`config.mk`:
```
export PLATFORM = sky130hd
export DESIGN_NAME = arbiter_rr4_ctrl_flat
export DESIGN_NICKNAME = d
export VERILOG_FILES = /design/src/rtl/arbiter_rr4_ctrl_pkg.sv /design/src/rtl/arbiter_rr4_ctrl_if.sv /design/src/rtl/arbiter_rr4_ctrl_rr_pick4.sv /design/src/rtl/arbiter_rr4_ctrl.sv /design/src/flat_wrapper.sv
export SDC_FILE = /design/constraint.sdc
export NUM_CORES = 1
export LEC_CHECK = 0
export CORE_UTILIZATION = 50
export DETAILED_ROUTE_END_ITERATION = 8
export DONT_BUFFER_PORTS = 1
export PLACE_DENSITY = 0.69
export REMOVE_ABC_BUFFERS = 1
export SYNTH_ARGS = -nofsm -noshare
export SYNTH_HDL_FRONTEND = slang
export SYNTH_SLANG_ARGS = --single-unit
```
`constraint.sdc`:
```
create_clock -name clk -period 2.1 [get_ports clk]
set_input_delay 0.105 -clock clk [delete_from_list [all_inputs] [get_ports clk]]
set_output_delay 0.105 -clock clk [all_outputs]
set_load 0.005 [all_outputs]
```
`src/rtl/arbiter_rr4_ctrl_pkg.sv`:
```
// Shared constants and types for the four-requester round-robin arbiter.
// The bench reuses these so model and design agree on widths and encodings.
package arbiter_rr4_ctrl_pkg;

  localparam int NUM_REQ          = 4;
  localparam int PTR_W            = 2;
  localparam int DEFAULT_MAX_HOLD = 8;
  localparam int DEFAULT_CNT_W    = 4;

  typedef enum logic {
    S_IDLE  = 1'b0,
    S_GRANT = 1'b1
  } state_t;

  // One-hot grant vector for a requester index.
  function automatic logic [NUM_REQ-1:0] ptr_onehot(input logic [PTR_W-1:0] p);
    logic [NUM_REQ-1:0] v;
    v = '0;
    v[p] = 1'b1;
    return v;
  endfunction

endpackage

```
`src/rtl/arbiter_rr4_ctrl_if.sv`:
```
// req/gnt bundle between the requesting agents (master) and the arbiter (slave).
interface arbiter_rr4_ctrl_if;

  logic       req0;
  logic       req1;
  logic       req2;
  logic       req3;
  logic       gnt0;
  logic       gnt1;
  logic       gnt2;
  logic       gnt3;
  logic [1:0] gnt_id;
  logic       busy;
  logic       preempt;

  modport master (
    output req0, req1, req2, req3,
    input  gnt0, gnt1, gnt2, gnt3, gnt_id, busy, preempt
  );

  modport slave (
    input  req0, req1, req2, req3,
    output gnt0, gnt1, gnt2, gnt3, gnt_id, busy, preempt
  );

endinterface

```
`src/rtl/arbiter_rr4_ctrl_rr_pick4.sv`:
```
// Combinational round-robin picker: first requester after last_ptr, wrapping mod 4.
module rr_pick4
  import arbiter_rr4_ctrl_pkg::*;
(
  input  logic [NUM_REQ-1:0] req,
  input  logic [PTR_W-1:0]   last_ptr,
  output logic               found,
  output logic [PTR_W-1:0]   winner
);

  // rot[k] is the request of the agent k+1 positions after last_ptr.
  logic [NUM_REQ-1:0] rot;
  logic [PTR_W-1:0]   offset;

  genvar gi;
  for (gi = 0; gi < NUM_REQ; gi++) begin : g_rot
    localparam logic [PTR_W-1:0] OFS = PTR_W'(gi + 1);
    logic [PTR_W-1:0] idx;
    assign idx     = last_ptr + OFS;
    assign rot[gi] = req[idx];
  end

  always_comb begin
    offset = '0;
    for (int i = NUM_REQ - 1; i >= 0; i--) begin
      if (rot[i]) begin
        offset = PTR_W'(i);
      end
    end
  end

  assign found  = |rot;
  assign winner = last_ptr + offset + PTR_W'(1);

endmodule

```
`src/rtl/arbiter_rr4_ctrl.sv`:
```
// Four-requester round-robin arbiter with registered grants and an optional hold limit.
// A dead cycle always separates grants; the hold limit forces release with a preempt pulse.
module arbiter_rr4_ctrl
  import arbiter_rr4_ctrl_pkg::*;
#(
  parameter int MAX_HOLD = DEFAULT_MAX_HOLD,
  parameter int CNT_W    = DEFAULT_CNT_W
) (
  input  logic               clk,
  input  logic               reset,
  arbiter_rr4_ctrl_if.slave  bus
);

  localparam bit               HOLD_EN   = (MAX_HOLD != 0);
  localparam logic [CNT_W-1:0] HOLD_LAST = CNT_W'(MAX_HOLD - 1);
  localparam logic [CNT_W-1:0] CNT_MAX   = '1;

  state_t             state_reg, state_next;
  logic [CNT_W-1:0]   hold_cnt_reg, hold_cnt_next;
  logic [PTR_W-1:0]   last_ptr_reg, last_ptr_next;
  logic [PTR_W-1:0]   gnt_id_reg, gnt_id_next;
  logic [NUM_REQ-1:0] gnt_reg, gnt_next;
  logic               busy_reg, busy_next;
  logic               preempt_reg, preempt_next;

  logic [NUM_REQ-1:0] req_vec;
  logic               pick_found;
  logic [PTR_W-1:0]   pick_idx;
  logic               owner_req;

  assign req_vec = {bus.req3, bus.req2, bus.req1, bus.req0};

  rr_pick4 u_pick (
    .req      (req_vec),
    .last_ptr (last_ptr_reg),
    .found    (pick_found),
    .winner   (pick_idx)
  );

  // While granted, gnt_id_reg names the owner.
  assign owner_req = req_vec[gnt_id_reg];

  always_comb begin
    state_next    = state_reg;
    hold_cnt_next = hold_cnt_reg;
    last_ptr_next = last_ptr_reg;
    gnt_id_next   = gnt_id_reg;
    gnt_next      = gnt_reg;
    busy_next     = busy_reg;
    preempt_next  = 1'b0;

    case (state_reg)
      S_IDLE: begin
        gnt_next  = '0;
        busy_next = 1'b0;
        if (pick_found) begin
          state_next    = S_GRANT;
          gnt_next      = ptr_onehot(pick_idx);
          gnt_id_next   = pick_idx;
          last_ptr_next = pick_idx;
          busy_next     = 1'b1;
          hold_cnt_next = '0;
        end
      end

      S_GRANT: begin
        if (!owner_req) begin
          state_next = S_IDLE;
          gnt_next   = '0;
          busy_next  = 1'b0;
        end else if (HOLD_EN && (hold_cnt_reg == HOLD_LAST)) begin
          // Owner stays at lowest priority because last_ptr already points at it.
          state_next   = S_IDLE;
          gnt_next     = '0;
          busy_next    = 1'b0;
          preempt_next = 1'b1;
        end else if (hold_cnt_reg != CNT_MAX) begin
          hold_cnt_next = hold_cnt_reg + CNT_W'(1);
        end
      end

      default: begin
        state_next = S_IDLE;
        gnt_next   = '0;
        busy_next  = 1'b0;
      end
    endcase
  end

  always_ff @(posedge clk or negedge reset) begin
    if (!reset) begin
      state_reg    <= S_IDLE;
      hold_cnt_reg <= '0;
      last_ptr_reg <= PTR_W'(NUM_REQ - 1);
      gnt_id_reg   <= '0;
      gnt_reg      <= '0;
      busy_reg     <= 1'b0;
      preempt_reg  <= 1'b0;
    end else begin
      state_reg    <= state_next;
      hold_cnt_reg <= hold_cnt_next;
      last_ptr_reg <= last_ptr_next;
      gnt_id_reg   <= gnt_id_next;
      gnt_reg      <= gnt_next;
      busy_reg     <= busy_next;
      preempt_reg  <= preempt_next;
    end
  end

  assign bus.gnt0    = gnt_reg[0];
  assign bus.gnt1    = gnt_reg[1];
  assign bus.gnt2    = gnt_reg[2];
  assign bus.gnt3    = gnt_reg[3];
  assign bus.gnt_id  = gnt_id_reg;
  assign bus.busy    = busy_reg;
  assign bus.preempt = preempt_reg;

  a_onehot_gnt : assert property (@(posedge clk) disable iff (!reset) $onehot0(gnt_reg));
  a_busy_gnt   : assert property (@(posedge clk) disable iff (!reset) busy_reg == (|gnt_reg));

endmodule
```
`src/flat_wrapper.sv`:
```
// flat-port wrapper written by rule: the top's interface ports become plain ports
module arbiter_rr4_ctrl_flat import arbiter_rr4_ctrl_pkg::*;
#(
  parameter int MAX_HOLD = DEFAULT_MAX_HOLD,
  parameter int CNT_W    = DEFAULT_CNT_W
)
  (clk, reset, bus_req0, bus_req1, bus_req2, bus_req3, bus_gnt0, bus_gnt1, bus_gnt2, bus_gnt3, bus_gnt_id, bus_busy, bus_preempt);
  arbiter_rr4_ctrl_if bus_i ();
  input  logic clk;
  input  logic reset;
  input wire logic [$bits(bus_i.req0)-1:0] bus_req0;
  input wire logic [$bits(bus_i.req1)-1:0] bus_req1;
  input wire logic [$bits(bus_i.req2)-1:0] bus_req2;
  input wire logic [$bits(bus_i.req3)-1:0] bus_req3;
  output wire logic [$bits(bus_i.gnt0)-1:0] bus_gnt0;
  output wire logic [$bits(bus_i.gnt1)-1:0] bus_gnt1;
  output wire logic [$bits(bus_i.gnt2)-1:0] bus_gnt2;
  output wire logic [$bits(bus_i.gnt3)-1:0] bus_gnt3;
  output wire logic [$bits(bus_i.gnt_id)-1:0] bus_gnt_id;
  output wire logic [$bits(bus_i.busy)-1:0] bus_busy;
  output wire logic [$bits(bus_i.preempt)-1:0] bus_preempt;
  assign bus_i.req0 = bus_req0;
  assign bus_i.req1 = bus_req1;
  assign bus_i.req2 = bus_req2;
  assign bus_i.req3 = bus_req3;
  assign bus_gnt0 = bus_i.gnt0;
  assign bus_gnt1 = bus_i.gnt1;
  assign bus_gnt2 = bus_i.gnt2;
  assign bus_gnt3 = bus_i.gnt3;
  assign bus_gnt_id = bus_i.gnt_id;
  assign bus_busy = bus_i.busy;
  assign bus_preempt = bus_i.preempt;
  arbiter_rr4_ctrl #(.MAX_HOLD(MAX_HOLD), .CNT_W(CNT_W)) u_core (.clk(clk), .reset(reset), .bus(bus_i));
endmodule
```
==> impl_metrics.tcl <==
set metrics [dict create \
    drt_wl_total_microns 1771 \
    avgSynthCellArea_sq_um 10.26 \
    grt_pass1_wl_microns 2980 \
    vias 674 \
    ys.flop_type "dfrtp_1" \
    synthesis.area_sq_um 882.1 \
    die-area_sq_mm 0.001936 \
    clkLatencyLatePin_ns 0.28 \
    place_inst 102 \
    rsz0062_at_grt "yes" \
    synth_top_area_share_pct 36.88 \
    synthSimpleGateAreaFrac_pct 20.14 \
    yosysSeqAreaShare_pct 42.84 \
    rrSetupSlack_ns -0.01 \
    gp_congestion 0.8068 \
    status "complete, but fails checks" \
    synth_seq_cells 15 \
    peakVddDrop_mv 1.057 \
    power_mw 1.558 \
    synthMuxAreaShare_pct 6.950 \
    final_hold_viol_count 0 \
    drtAntennaViolNets 0 \
    yosysMostFrequentCell "dfrtp_1" \
    synthAdderAreaFrac_pct 4.255 \
    gr-total-overflow 0 \
    end_kind "flop" \
    io_pins 14 \
    synthArstFlopShare_pct 100.0 \
    num_rows 14 \
    place_area_sq_um 900.9 \
    diodes 0 \
    crit_path_start_kind "flop" \
    vias_per_cell 6.072 \
    path_clk_slew_ns 0.08 \
    routedWlPerCell_microns 15.95 \
    nets 105 \
    synth_area_leader_cell "dfrtp_1" \
    synth_xor_area_share_pct 3.830 \
    drv_slew 0 \
    fin_crit_ns 2.111 \
    synthTopCellsByArea "dfrtp_1 37%, dfstp_2 6.0%, nand2_1 4.7%" \
    hpwl_microns 1222 \
    drv_cap 0 \
    cellLeakagePower_nw 0.4448 \
    worst_pin_slew_ns 0.6748 \
    syn_inst 86 \
    maxSlewHeadroom_pct 54.86 \
    ys.warnings.count 0 \
    cp.arrival_ns 2.32 \
    required_ns 2.31 \
    firstDrtPassIters 6 \
    clock_sinks 15 \
    die_h_microns 44 \
    synth_top_family_by_area "simple AND/OR/NAND/NOR gates" \
    start_util_pct 55.95 \
    clock_path_buffers 2 \
    areaGrowthSynthToFinish_pct 14.75 \
    nFillCells 132 \
    worst_slack_ns -0.01072 \
    cts_max_level 1 \
    antenna_found_initial 0 \
    tritoncts "done" \
    fmax_mhz 473.8 \
    stdcell_count 111 \
    period_share_pct 100.5 \
    synth_compound_area_share_pct 17.73 \
    root_buffer "clkbuf_4" \
    drc 0 \
    fp.dieW_microns 44 \
    synth_commonest_cells "13 x dfrtp_1, 11 x nand2_1, 8 x nor2_1" \
    track_usage_pct 21.16 \
    io_buffers 0 \
    finalSetupViolCount 3 \
    postLayoutCoreUtil_pct 64.21 \
    worstSetupPathType "flop to flop" \
    first_global_vias 669 \
    drive_above_1_share_pct 29.47 \
    synth_edf_count 0 \
    worstHoldPathType "primary input to flop" \
    powerDensity_mw_per_mm2 1539 \
    design_area_sq_mm 0.001012 \
    core-area_sq_mm 0.001577 \
    crit_path_max_fanout 5 \
    grt_max_degree 16 \
    ys_types 37 \
    drtIter0Drc 11 \
    cts_inserted_buffers 3 \
    skew_ns 0.001196 \
    violations "setup timing" \
]
-- where the power goes --
| group | total (mW) | switching (mW) | leakage (nW) | internal [mW] |
|---|---|---|---|---|
| Combinational | 0.855 | 0.420 | 0.240 | 0.434 |
| Sequential | 0.542 | 0.125 | 0.190 | 0.417 |
| Clock | 0.161 | 0.0871 | 0.0150 | 0.0737 |
| Total | 1.56 | 0.633 | 0.445 | 0.925 |
-- timing repair --
item	4_1_cts	5_1_grt
endpoints found under the hold margin	15	0
hold buffers	1	0
pin swaps	4	5
buffers inserted	2	2
gates resized for setup	4	4
setup endpoints to repair	5	6
-- cell families (layout without fill, tap and decap cells) --
group,after synthesis,count (layout)
AOI/OAI and AO/OA,20,20
adders and majority gates,3,3
xor gates and xnor gates,3,3
and+or+nand+nor,36,36
buffers and inverters,5,14
DFF,15,15
muxes,4,4
-- routing by layer --
layer	share of wire [%]	wire length, microns	global-route usage [%]	up-vias
met1	44	788	25.20	329
met2	51	910	37.94	13
met3	3.3	59	6.250	2
li1	-	-	-	330
met4	0.68	12	3.636	0
met5	0	0	0	-
-- path summary, 6_finish.rpt --
| check | end | cells past startpoint | from |
|---|---|---|---|
| min in group asynchronous | u_core.hold_cnt_reg[0] | 1 | reset |
| max in group asynchronous | u_core.gnt_reg[0] | 1 | reset |
| worst min register to register | u_core.bus.busy | 2 | u_core.bus.busy |
| worst max register to register | u_core.last_ptr_reg[1] | 12 | u_core.last_ptr_reg[0] |
| worst min-delay path | u_core.bus.busy | 3 | bus_req3 |
| worst max-delay path | u_core.last_ptr_reg[1] | 12 | u_core.last_ptr_reg[0] |
-- layout by cell type, fill, tap and decap left out, types with 2 or more instances in the layout --
cell type,n
clkbuf_4,3
o21ai_1,2
buf_4,8
nor4_1,2
a21oi_2,3
mux2i_1,2
a211oi_2,2
a21oi_1,2
nand3_1,4
a22o_1,2
nor3b_1,2
dfrtp_1,13
o21ai_0,2
nand2_1,11
a32o_1,2
nor2_1,8
nor3_1,2
dfstp_2,2
-- critical path: stages (launching register included) --
cell	delay, ns
dfstp_2	0.57
buf_4	0.12
inv_4	0.03
nor3b_2	0.16
a21oi_2	0.06
a21oi_2	0.15
a211oi_2	0.07
ha_2	0.21
buf_4	0.13
buf_4	0.12
and2_1	0.13
mux2i_1	0.15
xnor2_1	0.14
-- metrics by stage --
step | TNS (ns) | hold WS (ns) | setup slack (ns)
final | -0.02217 | 0.2824 | -0.01072
after CTS | 0 | 0.2841 | 0.006336
after floorplan | -0.004130 | -0.1906 | -0.004130
after global routing | -0.4223 | 0.2986 | -0.1019
after detailed placement | -0.2451 | -0.1903 | -0.1280
after global placement | -0.01687 | -0.1903 | -0.01687
-- layout make-up --
| type | count | area, sq um | share of cell area (%) |
|---|---|---|---|
| inverters | 1 | 6.256 | 0.6180 |
| multi-input cells | 66 | 511.7 | 50.56 |
| flip-flops and latches | 15 | 377.9 | 37.33 |
| well taps | 16 | 20.02 | 1.978 |
| repair buffers | 9 | 70.07 | 6.922 |
| clock buffers | 4 | 26.28 | 2.596 |
Note: power is estimated with default switching activity, not from simulation.
